==> src/rtl/cpu_pkg.sv <==
// Shared definitions for the CPU core: phase width and named phases, the
// sequencer state encoding, and a small helper used when leaving IDLE or
// HALTED.
package cpu_pkg;

    localparam int PHASE_W = 3;

    typedef logic [PHASE_W-1:0] phase_t;

    // One instruction walks through these eight phases in order.
    localparam phase_t PH_INST_ADDR  = 3'd0;
    localparam phase_t PH_INST_FETCH = 3'd1;
    localparam phase_t PH_INST_LOAD  = 3'd2;
    localparam phase_t PH_IDLE       = 3'd3;
    localparam phase_t PH_OP_ADDR    = 3'd4;
    localparam phase_t PH_OP_FETCH   = 3'd5;
    localparam phase_t PH_ALU_OP     = 3'd6;
    localparam phase_t PH_STORE      = 3'd7;

    typedef enum logic [1:0] {
        SEQ_IDLE   = 2'd0,
        SEQ_RUN    = 2'd1,
        SEQ_PAUSE  = 2'd2,
        SEQ_HALTED = 2'd3
    } seq_state_e;

    // Leaving IDLE/HALTED lands in PAUSE when single-stepping, RUN otherwise.
    function automatic seq_state_e launch_state(input logic step_mode);
        return step_mode ? SEQ_PAUSE : SEQ_RUN;
    endfunction

endpackage

==> src/rtl/phase_counter.sv <==
// 3-bit wrapping phase counter.
// Ports:
//   clk      system clock
//   rst_n    asynchronous active-low reset (counter -> 0)
//   en_i     advance by one (7 wraps to 0)
//   clr_i    synchronous clear to phase 0, takes priority over en_i
//   phase_o  current phase
module phase_counter
    import cpu_pkg::*;
(
    input  logic   clk,
    input  logic   rst_n,
    input  logic   en_i,
    input  logic   clr_i,
    output phase_t phase_o
);

    phase_t phase_q;
    phase_t phase_d;

    always_comb begin
        phase_d = phase_q;
        if (clr_i) begin
            phase_d = PH_INST_ADDR;
        end else if (en_i) begin
            phase_d = phase_q + phase_t'(1);
        end
    end

    always_ff @(posedge clk or negedge rst_n) begin
        if (!rst_n) begin
            phase_q <= PH_INST_ADDR;
        end else begin
            phase_q <= phase_d;
        end
    end

    assign phase_o = phase_q;

endmodule

==> src/rtl/phase_sequencer.sv <==
// Phase sequencer: drives the 3-bit instruction phase into the controller,
// with run / halt / single-step control and a retired-instruction counter.
//
//   state   | meaning
//   --------+------------------------------------------------------------
//   IDLE    | after reset; phase held at 0, waits for start
//   RUN     | phase advances every clock, one instruction per 8 clocks
//   PAUSE   | single-step wait before a fetch; phase held at 0
//   HALTED  | controller executed HLT; phase frozen until start
//
// Ports:
//   clk, rst_n   clock, asynchronous active-low reset
//   start        leave IDLE or HALTED (ignored in RUN/PAUSE)
//   step_mode    1 = pause before every instruction fetch
//   step_req     execute one instruction while paused
//   halt         controller halt, only honoured at HALT_PHASE
//   phase        current phase
//   step_ack     one-cycle pulse accepting step_req
//   instr_done   phase-7 cycle of a completed instruction (combinational)
//   running      high in RUN (combinational)
//   halted       high in HALTED
//   instr_count  retired instructions, wraps
module phase_sequencer
    import cpu_pkg::*;
#(
    parameter int     CNT_W      = 16,
    parameter phase_t HALT_PHASE = 3'd4
) (
    input  logic             clk,
    input  logic             rst_n,
    input  logic             start,
    input  logic             step_mode,
    input  logic             step_req,
    input  logic             halt,
    output logic [2:0]       phase,
    output logic             step_ack,
    output logic             instr_done,
    output logic             running,
    output logic             halted,
    output logic [CNT_W-1:0] instr_count
);

    seq_state_e       state_q, state_d;
    logic [CNT_W-1:0] cnt_q, cnt_d;
    logic             ack_q, ack_d;
    logic             halted_q, halted_d;
    logic             ph_en;
    logic             ph_clr;
    phase_t           phase_q;

    phase_counter u_phase_counter (
        .clk     (clk),
        .rst_n   (rst_n),
        .en_i    (ph_en),
        .clr_i   (ph_clr),
        .phase_o (phase_q)
    );

    always_comb begin
        state_d = state_q;
        cnt_d   = cnt_q;
        ack_d   = 1'b0;
        ph_en   = 1'b0;
        ph_clr  = 1'b0;

        case (state_q)
            SEQ_IDLE: begin
                ph_clr = 1'b1;
                if (start) begin
                    state_d = launch_state(step_mode);
                end
            end

            SEQ_RUN: begin
                if ((phase_q == HALT_PHASE) && halt) begin
                    // HLT retires without reaching phase 7; phase stays put.
                    state_d = SEQ_HALTED;
                    cnt_d   = cnt_q + CNT_W'(1);
                end else begin
                    ph_en = 1'b1;
                    if (phase_q == PH_STORE) begin
                        cnt_d = cnt_q + CNT_W'(1);
                        if (step_mode) begin
                            state_d = SEQ_PAUSE;
                        end
                    end
                end
            end

            SEQ_PAUSE: begin
                ph_clr = 1'b1;
                // step_req has priority; start is never looked at here.
                if (step_req) begin
                    ack_d   = 1'b1;
                    state_d = SEQ_RUN;
                end else if (!step_mode) begin
                    state_d = SEQ_RUN;
                end
            end

            SEQ_HALTED: begin
                if (start) begin
                    ph_clr  = 1'b1;
                    state_d = launch_state(step_mode);
                end
            end

            default: begin
                ph_clr  = 1'b1;
                state_d = SEQ_IDLE;
            end
        endcase

        halted_d = (state_d == SEQ_HALTED);
    end

    always_ff @(posedge clk or negedge rst_n) begin
        if (!rst_n) begin
            state_q  <= SEQ_IDLE;
            cnt_q    <= '0;
            ack_q    <= 1'b0;
            halted_q <= 1'b0;
        end else begin
            state_q  <= state_d;
            cnt_q    <= cnt_d;
            ack_q    <= ack_d;
            halted_q <= halted_d;
        end
    end

    assign phase       = phase_q;
    assign step_ack    = ack_q;
    assign halted      = halted_q;
    assign instr_count = cnt_q;
    assign running     = (state_q == SEQ_RUN);
    assign instr_done  = (state_q == SEQ_RUN) && (phase_q == PH_STORE);

endmodule

==> config.mk <==
export PLATFORM = sky130hd
export DESIGN_NAME = phase_sequencer
export DESIGN_NICKNAME = d
export VERILOG_FILES = /design/src/rtl/cpu_pkg.sv /design/src/rtl/phase_counter.sv /design/src/rtl/phase_sequencer.sv
export SDC_FILE = /design/constraint.sdc
export NUM_CORES = 1
export LEC_CHECK = 0
export ABC_AREA = 1
export BUFFER_PORTS_ARGS = -buffer_cell sky130_fd_sc_hd__buf_2
export CAP_MARGIN = 20
export CORE_AREA = 2 2 54 68
export CTS_CLUSTER_SIZE = 8
export DETAILED_ROUTE_END_ITERATION = 16
export DIE_AREA = 0 0 56 70
export PLACE_DENSITY = 0.7
export SLEW_MARGIN = 0
export SYNTH_ARGS = -nofsm -noshare
export SYNTH_HDL_FRONTEND = slang
export SYNTH_HIERARCHICAL = 1
export SYNTH_SLANG_ARGS = --single-unit
==> constraint.sdc <==
create_clock -name clk -period 1.7 [get_ports clk]
set_input_delay 0.085 -clock clk [delete_from_list [all_inputs] [get_ports clk]]
set_output_delay 0.085 -clock clk [all_outputs]
set_load 0.01 [all_outputs]
* Yosys cells after proc, flatten, opt, wreduce, memory -nomap -nowiden
Index checks and enable logic that the tools add are counted. Widths: inputs -> output; s select.
Word-level totals: register bits after elaboration 23, input port bits 6, output and inout port bits 23, word-level logic and storage cells 39
Cells by class: $add $sub $neg 2, equality and inequality tests 6, mux-type cells 18, reduce and logical (&&, ||, !) cells 8
Operator list (number):
- $mux 16 | 2
- $add 16x1->16 const B | 1
- $mux 2 | 7
- $eq 2x2->1 const B | 3
- $eq 3x3->1 const B | 2
- $mux 3 | 2
- $pmux 2 s3 | 1
- $mux 1 | 5
- $reduce_bool 2->1 | 2
- $reduce_or 2->1 | 2
- $add 3x1->3 const B | 1
- $eq 2x1->1 const B | 1
- $logic_and 1x1->1 | 2
- $logic_not 2->1 | 1
- $pmux 1 s2 | 1
- $reduce_and 2->1 | 1

* Longest topological paths before layout
Gate-level depths: netlist of run 1.
depth after elaboration 6, gate-level depth with buffers 8, mapped depth without buffers 8

* Cells and area by module
The synthesis of run 1 kept the hierarchy.
Modules (own cells, without submodules):
- phase_sequencer | times used 1, cells each 164, area each 1285.0 um2, seq. area each 500.5 um2
- phase_counter | times used 1, cells each 17, area each 142.6 um2, seq. area each 75.1 um2

* Least setup slack after synthesis of run 1
Ideal clock, no wire load.
path type register to register, start point register state_q[1], end point register cnt_q[6] (netlist: instr_count[6]), setup time 127 ps, arrival time 1440 ps, data required time 1573 ps, setup slack 133 ps, stages on the path, launching flop included 8, path buffers 1, period minus slack after synthesis 1567 ps, cell sequence dfrtp_1 -> inv_1 -> ha_1 -> nand4_4 -> nand2_4 -> buf_8 -> nand2_2 -> xnor2_2
Between the ends: word-level cells in the longest chain between the ends 2
Ends and longest elaborated chain:
- from (decl) | RTL line phase_sequencer.sv:43 | seq_state_e state_q, state_d;
- from (signal assigned) | RTL line phase_sequencer.sv:124 | state_q <= state_d;
- $eq 2x1->1
- named net running | RTL line phase_sequencer.sv:38 | output logic running,
- $reduce_and 2->1 (no line)
- to (signal assigned) | RTL line phase_sequencer.sv:125 | cnt_q <= cnt_d;
- to (decl) | RTL line phase_sequencer.sv:44 | logic [CNT_W-1:0] cnt_q, cnt_d;
The timed path passes the listed nets, and every way through them passes these cells. A chain may end at the register's enable or synchronous reset.

* Worst setup path after layout of run 1
start point register state_q[1], end point output instr_done
Between the ends: word-level cells in the longest chain between the ends 2
Ends and longest elaborated chain:
- $eq 2x1->1 | RTL line phase_sequencer.sv:136 | assign instr_done = (state_q == SEQ_RUN) && (phase_q == PH_STORE);
- $logic_and 1x1->1 | RTL line phase_sequencer.sv:136
- to (decl) | RTL line phase_sequencer.sv:37 | output logic instr_done,
No other way between the ends.

==> reports/qor.yml, run 1 <==
status: "completed"
rrSetupSlack_ns: 0.15
vias_per_cell: 4.78
rr_startpoint: "state_q[1]$_DFF_PN0_"
p_int_mw: 1.08
grt_pass1_wl_um: 4910
clock_path_buffers: 2
hold_end: "step_ack$_DFF_PN0_"
r2r-end: "instr_count[3]$_DFFE_PN0P_"
dieArea_um2: 3920
p_sw_frac: 0.399
wl_met3_um: 105
arrival_ns: 1.52
drt_iter0_drc: 24
avgSynthCellArea_um2: 7.89
whs_path_depth: 3
start_kind: "flop"
syn_nets: 193
cp_max_fo: 5
vias: 1209
insertion_delay_ns: 0.27
hold_path_class: "input port to flop"
grt_max_degree: 24
tns_ns: 0
cp_num_buf_inv: 4
syn2layout_area_growth_pct: 16.5
antenna_found_initial: 0
dr.pass1.iters: 4
cp.required_ns: 1.62
cts_buffers: 3
wirelength_um: 2710
criticalPathCategory: "flop to output port"
hpwl_um: 2050
drtAntennaViolNets: 0
hold_ws_ns: 0.0368
grt.total_usage: 0.154
ys_seq_elements: 23
top_layer: "met4"
ys_seq_area_frac: 0.403
clock-skew-final_ns: 0.00176
fmaxAchievable_mhz: 625
period_share: 0.941
start_util: 0.424
rsz0062_at_grt: "no"
drt-met1-wl_um: 1200
n_antenna_cell: 0
drive_gt1_frac: 0.238
wl_per_cell_um: 10.7
synth_warnings: 6
crit_path_frequent_cell: "inv_1"
clk_pin_slew_ns: 0.08
slew_headroom: 0.658
htreeDepth: 1
row_count: 24
min_from: "step_req"
leakage_nw: 0.922
route.detailed.drc: 0
synthDistinctLibCells: 25
crit_chain: "inv_1, ha_2, nand4_4, buf_4, inv_1, buf_2"
mappedNetlistArea_um2: 1430
max-cap-violations: 0
combPwrFrac: 0.383
worst_pin_slew_ns: 0.512
port_buffers: 28
ir_worst_vdd_mv: 0.738
worst_path_largest_cell_delay_ns: 0.42
setup_violations: 0
clkPwrFrac: 0.193
grt.overflow.total: 0
finalWeightedCongestion: 0.787
io_pins: 29
worstSetupEndpointType: "output port"
die_width_um: 56
reg2reg_depth: 6
cts_sinks: 23
finalCriticalPeriod_ns: 1.60
drv_slew: 0
route.met2.wl_um: 1350
core_area_um2: 3360
slowest_stage: "dfrtp_1"
switchingPower_mw: 0.720
grt_pass1_vias: 1131
power.density_nw_per_um2: 1080
root_buffer: "clkbuf_8"
nNetsFinal: 227
p_seq_frac: 0.424
hold_viol: 0
worst_path_dominant_cell_family: "buffers and inverters"
cts_tree: "yes"
postSynthCellCount: 181
die_h_um: 70
[cell usage in the layout (no fill, tap or decap)]
| master | netlist | routed |
|---|---|---|
| nand2_4 | 1 | 1 |
| nor3_1 | 2 | 2 |
| o21ai_1 | 1 | 1 |
| dfrtp_1 | 23 | 23 |
| nand4_4 | 1 | 1 |
| buf_4 | 1 | 3 |
| inv_1 | 27 | 27 |
| nor2_2 | 3 | 3 |
| nand3b_1 | 1 | 1 |
| xnor2_2 | 4 | 4 |
| clkbuf_8 | 0 | 3 |
| nand2_2 | 5 | 5 |
| xor2_1 | 3 | 3 |
| ha_1 | 6 | 5 |
| clkbuf_1 | 0 | 1 |
| inv_2 | 1 | 1 |
| nand2_1 | 49 | 49 |
| nor2_1 | 16 | 16 |
| ha_2 | 0 | 1 |
| dlygate4sd3_1 | 0 | 1 |
| and2_1 | 2 | 2 |
| o21ai_0 | 3 | 3 |
| nand4_1 | 9 | 9 |
| nand3_2 | 1 | 1 |
| buf_2 | 0 | 28 |
| a21oi_1 | 2 | 2 |
| xnor2_1 | 1 | 1 |
| nand3_1 | 17 | 17 |
[cell usage after synthesis, drive strengths merged]
cell	n	area, um2
a21oi	2	10.0
and2	2	12.5
buf	3	33.8
dfrtp	23	576
ha	6	75.1
inv	28	105
nand2	55	226
nand3	18	95.1
nand3b	1	7.51
nand4	10	77.6
nor2	19	78.8
nor3	2	10.0
o21ai	4	20.0
xnor2	5	73.8
xor2	3	26.3
[through the flow]
step                 util  instance area [um2]  setup WS, ns  power [mW]  instances
detailed placement  0.477                 1610         0.125        1.47        248
finish              0.494                 1660        0.0997        1.80        253
floorplan               -                 1430         0.133        1.25        181
CTS                 0.494                 1660        0.0592        1.82        253
global route        0.494                 1660        0.0227        1.97        253
global placement    0.477                 1610         0.185        1.45        248
[worst register-to-register path: cells and delay by family, from the launching register on]
kind                       cells  cell delay [ns]
and+or+nand+nor                3             0.50
buffers and inverters          1             0.13
DFF                            1             0.42
xor gates and xnor gates       1             0.15
adders and majority gates      1             0.24
[what timing repair did]
item / CTS / global route
setup buffers: 0 / 0
setup endpoints to repair: 0 / 1
hold buffers: 1 / 0
endpoints found under the hold margin: 23 / 0
gates resized for setup: 0 / 1
[power by group through the flow]
stage | clock (mW) | sequential [mW] | combinational [mW]
floorplan | 0 | 0.787 | 0.459
global placement | 0 | 0.774 | 0.681
detailed placement | 0 | 0.775 | 0.695
CTS | 0.355 | 0.767 | 0.700
global route | 0.376 | 0.782 | 0.809
finish | 0.347 | 0.765 | 0.691
[sequential cells by signal, summed over array words and instances, names as in the netlist]
name                     cells
u_phase_counter/phase_o      3
instr_count                 16
state_q                      2
step_ack                     1
halted                       1
[worst max path at each step]
stage	start	endpoint	slack (ns)	cells after the start
2_1_floorplan	state_q[1]$_DFF_PN0_	instr_count[6]$_DFFE_PN0P_	0.13	7
5_1_grt	state_q[1]$_DFF_PN0_	instr_done	0.02	6
4_1_cts	state_q[1]$_DFF_PN0_	instr_done	0.06	6
6_report	state_q[1]$_DFF_PN0_	instr_done	0.1	6
3_3_place_gp	state_q[1]$_DFF_PN0_	instr_count[3]$_DFFE_PN0P_	0.19	6
3_5_place_dp	state_q[1]$_DFF_PN0_	instr_count[3]$_DFFE_PN0P_	0.13	6
[routing by layer]
layer	vias to the layer above	track usage
met1	550	0.190
met3	4	0.0241
met4	0	0.0635
met2	24	0.264
met5	-	0
li1	631	-
[cell type report]
type | instances | area, um2
sequential | 23 | 576
inverter | 28 | 105
tap | 39 | 48.8
clock buffer | 4 | 45.0
fill | 380 | 1700
multi-input combinational | 127 | 716
timing repair buffer | 32 | 173
[cells by family (layout without fill, tap and decap cells)]
group | Yosys count | in the layout | share of synthesized area
buffers and inverters | 31 | 64 | 0.0973
adders and majority gates | 6 | 6 | 0.0526
AOI/OAI and AO/OA | 6 | 6 | 0.0210
xor gates and xnor gates | 8 | 8 | 0.0701
and+or+nand+nor | 107 | 107 | 0.356
DFF | 23 | 23 | 0.403
No activity file was read; power rests on OpenSTA's default activity.
==> run 2, diff against run 1 <==
==> constraint.sdc (replaced) <==
create_clock -name clk -period 1.7 [get_ports clk]
set_input_delay 0.255 -clock clk [delete_from_list [all_inputs] [get_ports clk]]
set_output_delay 0.255 -clock clk [all_outputs]
set_load 0.01 [all_outputs]
==> run 2 against run 1 <==
Setup slack lost 0.0064 ns; global-route usage rose by 0.056 points; worst hold slack better by 0.17 ns; wire length up 2.9%; final cell count shrank 0.40%; sequential power rose by 2%; flip-flop and latch count is the same; final area up 0.15%; total power is 1.8% higher; first-iteration DRC count grew 33%; clock skew increased by 0.0010 ns; critical path type unchanged.
==> reports/qor.yml, run 2 (same netlist as run 1, synthesis figures left out) <==
status: "completed"
mostFrequentLayoutCells: "nand2_1 (49), buf_2 (28), inv_1 (26)"
cts_sinks: 23  # unchanged
arrival_ns: 1.35  # -0.17 ns
cts_tree: "yes"
crit_start: "state_q[1]$_DFF_PN0_"
whs_path_depth: 3  # unchanged
rsz0062_at_grt: "no"
start_kind: "flop"
rrSetupSlack_ns: 0.20  # +0.05 ns
start_util: 0.424  # unchanged
grt.overflow.total: 0  # unchanged
grt.total_usage: 0.154  # +0.000562
cp_num_buf_inv: 3  # -1
grt_max_degree: 24  # unchanged
die_width_um: 56  # unchanged
tns_ns: 0  # unchanged
place_area_um2: 1600  # -0.47%
cts_buffers: 3  # unchanged
dieArea_um2: 3920  # unchanged
drtAntennaViolNets: 0  # unchanged
drt_iter0_drc: 32  # +33%
worst_path_largest_cell_delay_ns: 0.42  # about the same
worst_path_dominant_cell_family: "flip-flops"
criticalPathCategory: "flop to output port"
io_pins: 29  # unchanged
finalCriticalPeriod_ns: 1.61  # +0.00639 ns
wl_per_cell_um: 11.0  # +3.3%
fmaxAchievable_mhz: 622  # -0.40%
hpwl_um: 2080  # +1.5%
reg2reg_depth: 7  # +1
cp.required_ns: 1.44  # -0.18 ns
crit_chain: "inv_2, ha_4, nand4_4, inv_1, buf_2"
drv_slew: 0  # unchanged
cp_max_fo: 6  # +1
dp_slack_ns: 0.100  # -0.0251 ns
slowest_stage: "dfrtp_1"
largest_reg_flops: 16  # unchanged
die_h_um: 70  # unchanged
port_buffers: 28  # unchanged
clock_path_buffers: 2  # unchanged
syn2layout_area_growth_pct: 16.7
route.detailed.drc: 0  # unchanged
worstSetupEndpointType: "output port"
cp-endpoint: "instr_done"
multi_input_area_um2: 726  # +1.4%
wirelength_um: 2780  # +2.9%
dr.pass1.iters: 4  # unchanged
setup_violations: 0  # unchanged
vias: 1230  # +1.7%
path_depth: 5  # -1
htreeDepth: 1  # unchanged
grt_pass1_vias: 1176  # +4.0%
final_area_um2: 1670  # +0.15%
period_share: 0.945  # +0.00376
max-cap-violations: 0  # unchanged
clk_pin_slew_ns: 0.08  # about the same
power.density_nw_per_um2: 1100  # +1.7%
r2r-end: "instr_count[15]$_DFFE_PN0P_"
row_count: 24  # unchanged
clock-skew-final_ns: 0.00278  # +0.00103 ns
root_buffer: "clkbuf_8"
vias_per_cell: 4.88  # +2.1%
worst_pin_slew_ns: 0.524  # +0.0115 ns
seq_area_um2: 576  # unchanged
worst_slack_ns: 0.0933  # -0.00639 ns
nNetsFinal: 226  # -0.44%
core_area_um2: 3360  # unchanged
rr_startpoint: "state_q[1]$_DFF_PN0_"
n_antenna_cell: 0  # unchanged
mostFrequentLayoutCell: "nand2_1"
insertion_delay_ns: 0.26  # about the same
antenna_found_initial: 0  # unchanged
cts_setup_buffers: 0  # unchanged
finalWeightedCongestion: 0.790  # +0.39%
fillers: 338  # -11%
grt_pass1_wl_um: 4890  # -0.55%
ir_worst_vdd_mv: 0.694  # -6.0%
drive_gt1_frac: 0.239  # +0.00112
leakage_nw: 0.919  # -0.33%
hold_viol: 0  # unchanged
hold_path_class: "input port to flop"
slew_headroom: 0.651  # -0.00770
[run 2: changes by cell type in the layout (fill, tap and decap cells not counted)]
cell / before / now
buf_4: 3 / 2
ha_2: 1 / 0
ha_4: 0 / 1
inv_1: 27 / 26
inv_2: 1 / 2
[run 2: repair_timing]
action | in CTS | in global routing
resized for setup | 2 | 1
hold endpoints to repair | 23 | 0
endpoints found under the setup margin | 1 | 1
hold buffers | 1 | 0
[run 2: worst min path at each step]
stage / slack [ns] / endpoint / start
4_1_cts: 0.21 / step_ack$_DFF_PN0_ / step_req
2_1_floorplan: -0.04 / halted$_DFF_PN0_ / rst_n
6_report: 0.21 / step_ack$_DFF_PN0_ / step_req
3_5_place_dp: 0.26 / instr_count[4]$_DFFE_PN0P_ / rst_n
5_1_grt: 0.23 / step_ack$_DFF_PN0_ / step_req
3_3_place_gp: 0.26 / instr_count[2]$_DFFE_PN0P_ / rst_n
[run 2: final cells by class]
cell class	instances	area share
Timing Repair Buffer	31	0.0992
Clock buffer	4	0.0270
Tap cell	39	0.0293
Inverter	28	0.0631
Multi-Input combinational cell	127	0.436
Sequential cell	23	0.346
[run 2: where the power goes]
group	leakage [nW]	switching (mW)	total [mW]	internal [mW]
clock network	0.0228	0.176	0.343	0.167
logic	0.592	0.429	0.715	0.286
registers	0.304	0.139	0.778	0.640
[run 2: metrics by stage]
step | std cells | total power, mW | utilization | hold slack, ns
finish | 252 | 1.84 | 0.495 | 0.212
global route | 252 | 1.99 | 0.495 | 0.233
CTS | 252 | 1.84 | 0.495 | 0.212
detailed placement | 247 | 1.47 | 0.475 | 0.259
floorplan | 181 | 1.25 | - | -0.0406
global placement | 247 | 1.46 | 0.475 | 0.258
[run 2: worst min-delay path: cells and delay by family]
family | cells | cell delay [ns]
buffers and inverters | 2 | 0.15
and+or+nand+nor | 1 | 0.04
[run 2: metal layers]
metal  vias up  track usage  routed length, um
met4         0       0.0767                 70
met5         -            0                  0
met2        32        0.273               1390
met1       561        0.178               1200
met3         7       0.0241                115
li1        630            -                  -
==> run 3, diff against run 2 <==
Settings changed: CORE_AREA 2 2 54 68 to 2 2 49 63, DIE_AREA 0 0 56 70 to 0 0 51 65, GPL_TIMING_DRIVEN from default to 0, PLACE_DENSITY 0.7 to 0.81, SLEW_MARGIN 0 to 30.
==> run 3 against run 2 <==
Total power shrank 2.9%; non-clock buffer count up 4; largest cell class unchanged; clock skew is 0.0018 ns higher; worst hold slack lost 0.043 ns; final area is 1.6% higher; critical path depth is the same; die area is 15% lower; clock power is 28% lower; maximum frequency fell by 1.4%; first-iteration DRC count fell by 9.4%.
==> reports/qor.yml, run 3 (same netlist as run 1, synthesis figures left out) <==
cp_max_fo: 6  # unchanged
root_buffer: "clkbuf_4"
mostFrequentLayoutCells: "nand2_1 (49), buf_2 (27), inv_1 (25)"
criticalPathCategory: "flop to output port"
die_h_um: 65  # -7.1%
cts_buffers: 3  # unchanged
clk_pin_slew_ns: 0.12  # +0.04 ns
clock_path_buffers: 2  # unchanged
grt.total_usage: 0.185  # +0.0302
rrSetupSlack_ns: 0.24  # +0.04 ns
core_area_um2: 2780  # -17%
dieArea_um2: 3320  # -15%
tns_ns: 0  # unchanged
worst_pin_slew_ns: 0.502  # -0.0221 ns
r2r-end: "instr_count[14]$_DFFE_PN0P_"
start_util: 0.514  # +0.0890
max-cap-violations: 0  # unchanged
drtAntennaViolNets: 0  # unchanged
slew_headroom: 0.665  # +0.0147
drive_gt1_frac: 0.263  # +0.0232
hpwl_um: 2030  # -2.5%
insertion_delay_ns: 0.30  # +0.04 ns
antenna_found_initial: 0  # unchanged
place_area_um2: 1610  # +0.94%
hold_path_class: "input port to flop"
status: "completed"
fillers: 278  # -18%
worstSetupEndpointType: "output port"
reg2reg_depth: 7  # unchanged
wirelength_um: 2680  # -3.9%
largest_reg_flops: 16  # unchanged
die_width_um: 51  # -8.9%
hold_end: "step_ack$_DFF_PN0_"
crit_start: "state_q[1]$_DFF_PN0_"
grt.overflow.total: 0  # unchanged
cts_tree: "yes"
start_kind: "flop"
finalWeightedCongestion: 0.780  # -1.3%
drt_iter0_drc: 29  # -9.4%
row_count: 22  # -8.3%
rsz0062_at_grt: "yes"
leakage_nw: 0.933  # +1.6%
seq_area_um2: 576  # unchanged
nNetsFinal: 230  # +1.8%
vias: 1244  # +1.1%
cp.required_ns: 1.44  # about the same
grt_pass1_wl_um: 4750  # -2.8%
mostFrequentLayoutCell: "nand2_1"
multi_input_area_um2: 727  # +0.17%
power.density_nw_per_um2: 1050  # -4.4%
route.detailed.drc: 0  # unchanged
hold_viol: 0  # unchanged
clock-skew-final_ns: 0.00455  # +0.00176 ns
rr_startpoint: "instr_count[0]$_DFFE_PN0P_"
drv_slew: 0  # unchanged
grt_pass1_vias: 1119  # -4.8%
whs_path_depth: 3  # unchanged
setup_violations: 0  # unchanged
min_from: "step_req"
wl_per_cell_um: 10.6  # -4.3%
period_share: 0.958  # +0.0131
n_antenna_cell: 0  # unchanged
io_pins: 29  # unchanged
ir_worst_vdd_mv: 0.685  # -1.3%
final_area_um2: 1690  # +1.6%
grt_max_degree: 24  # unchanged
dr.pass1.iters: 4  # unchanged
arrival_ns: 1.37  # +0.02 ns
syn2layout_area_growth_pct: 18.5
vias_per_cell: 4.92  # +0.74%
port_buffers: 28  # unchanged
finalCriticalPeriod_ns: 1.63  # +0.0223 ns
cts_sinks: 23  # unchanged
fmaxAchievable_mhz: 614  # -1.4%
htreeDepth: 1  # unchanged
==> run 3: through the flow <==
| step | instances | power (mW) | worst slack [ns] | util | hold slack [ns] |
|---|---|---|---|---|---|
| 6_report | 253 | 1.78 | 0.0710 | 0.608 | 0.169 |
| 3_5_place_dp | 245 | 1.45 | 0.0231 | 0.580 | 0.257 |
| 3_3_place_gp | 245 | 1.42 | 0.0256 | 0.580 | 0.251 |
| 5_1_grt | 253 | 1.93 | -0.00366 | 0.608 | 0.194 |
| 4_1_cts | 251 | 1.75 | 0.0373 | 0.600 | 0.163 |
| 2_1_floorplan | 181 | 1.25 | 0.133 | - | -0.0406 |
==> run 3: report_power, final <==
part           switching, mW  internal [mW]
combinational          0.439          0.324
sequential             0.133          0.639
clock                  0.156         0.0914
==> run 3: layout make-up <==
class,instances,area share
inverter,28,0.0621
buffer,3,0.0200
timing repair buffer,32,0.106
multi-input combinational,127,0.430
tap,36,0.0266
sequential,23,0.340
clock buffer,4,0.0155
==> run 3: how the worst max path moves through the flow <==
stage	cells after the start	to
2_1_floorplan	7	instr_count[6]$_DFFE_PN0P_
3_5_place_dp	7	instr_count[6]$_DFFE_PN0P_
5_1_grt	5	instr_done
4_1_cts	5	instr_done
6_report	5	instr_done
3_3_place_gp	7	instr_count[6]$_DFFE_PN0P_
==> run 3: repair_timing <==
| action | CTS | global route |
|---|---|---|
| hold buffers | 1 | 0 |
| buffers inserted | 1 | 2 |
| endpoints found under the hold margin | 23 | 0 |
| setup endpoints to repair | 2 | 2 |
| resized for setup | 3 | 3 |
==> run 3: layer usage <==
layer,track usage,vias to the layer above,share of wire
met5,0,-,0
met4,0.0811,0,0.011
met3,0.0207,2,0.033
met2,0.331,24,0.53
met1,0.216,574,0.42
li1,-,644,-
==> run 3: critical path: stages, from the launching register on <==
cell	delay (ns)
dfrtp_1	0.43
inv_2	0.11
ha_4	0.18
nand4_4	0.16
inv_2	0.09
buf_6	0.10
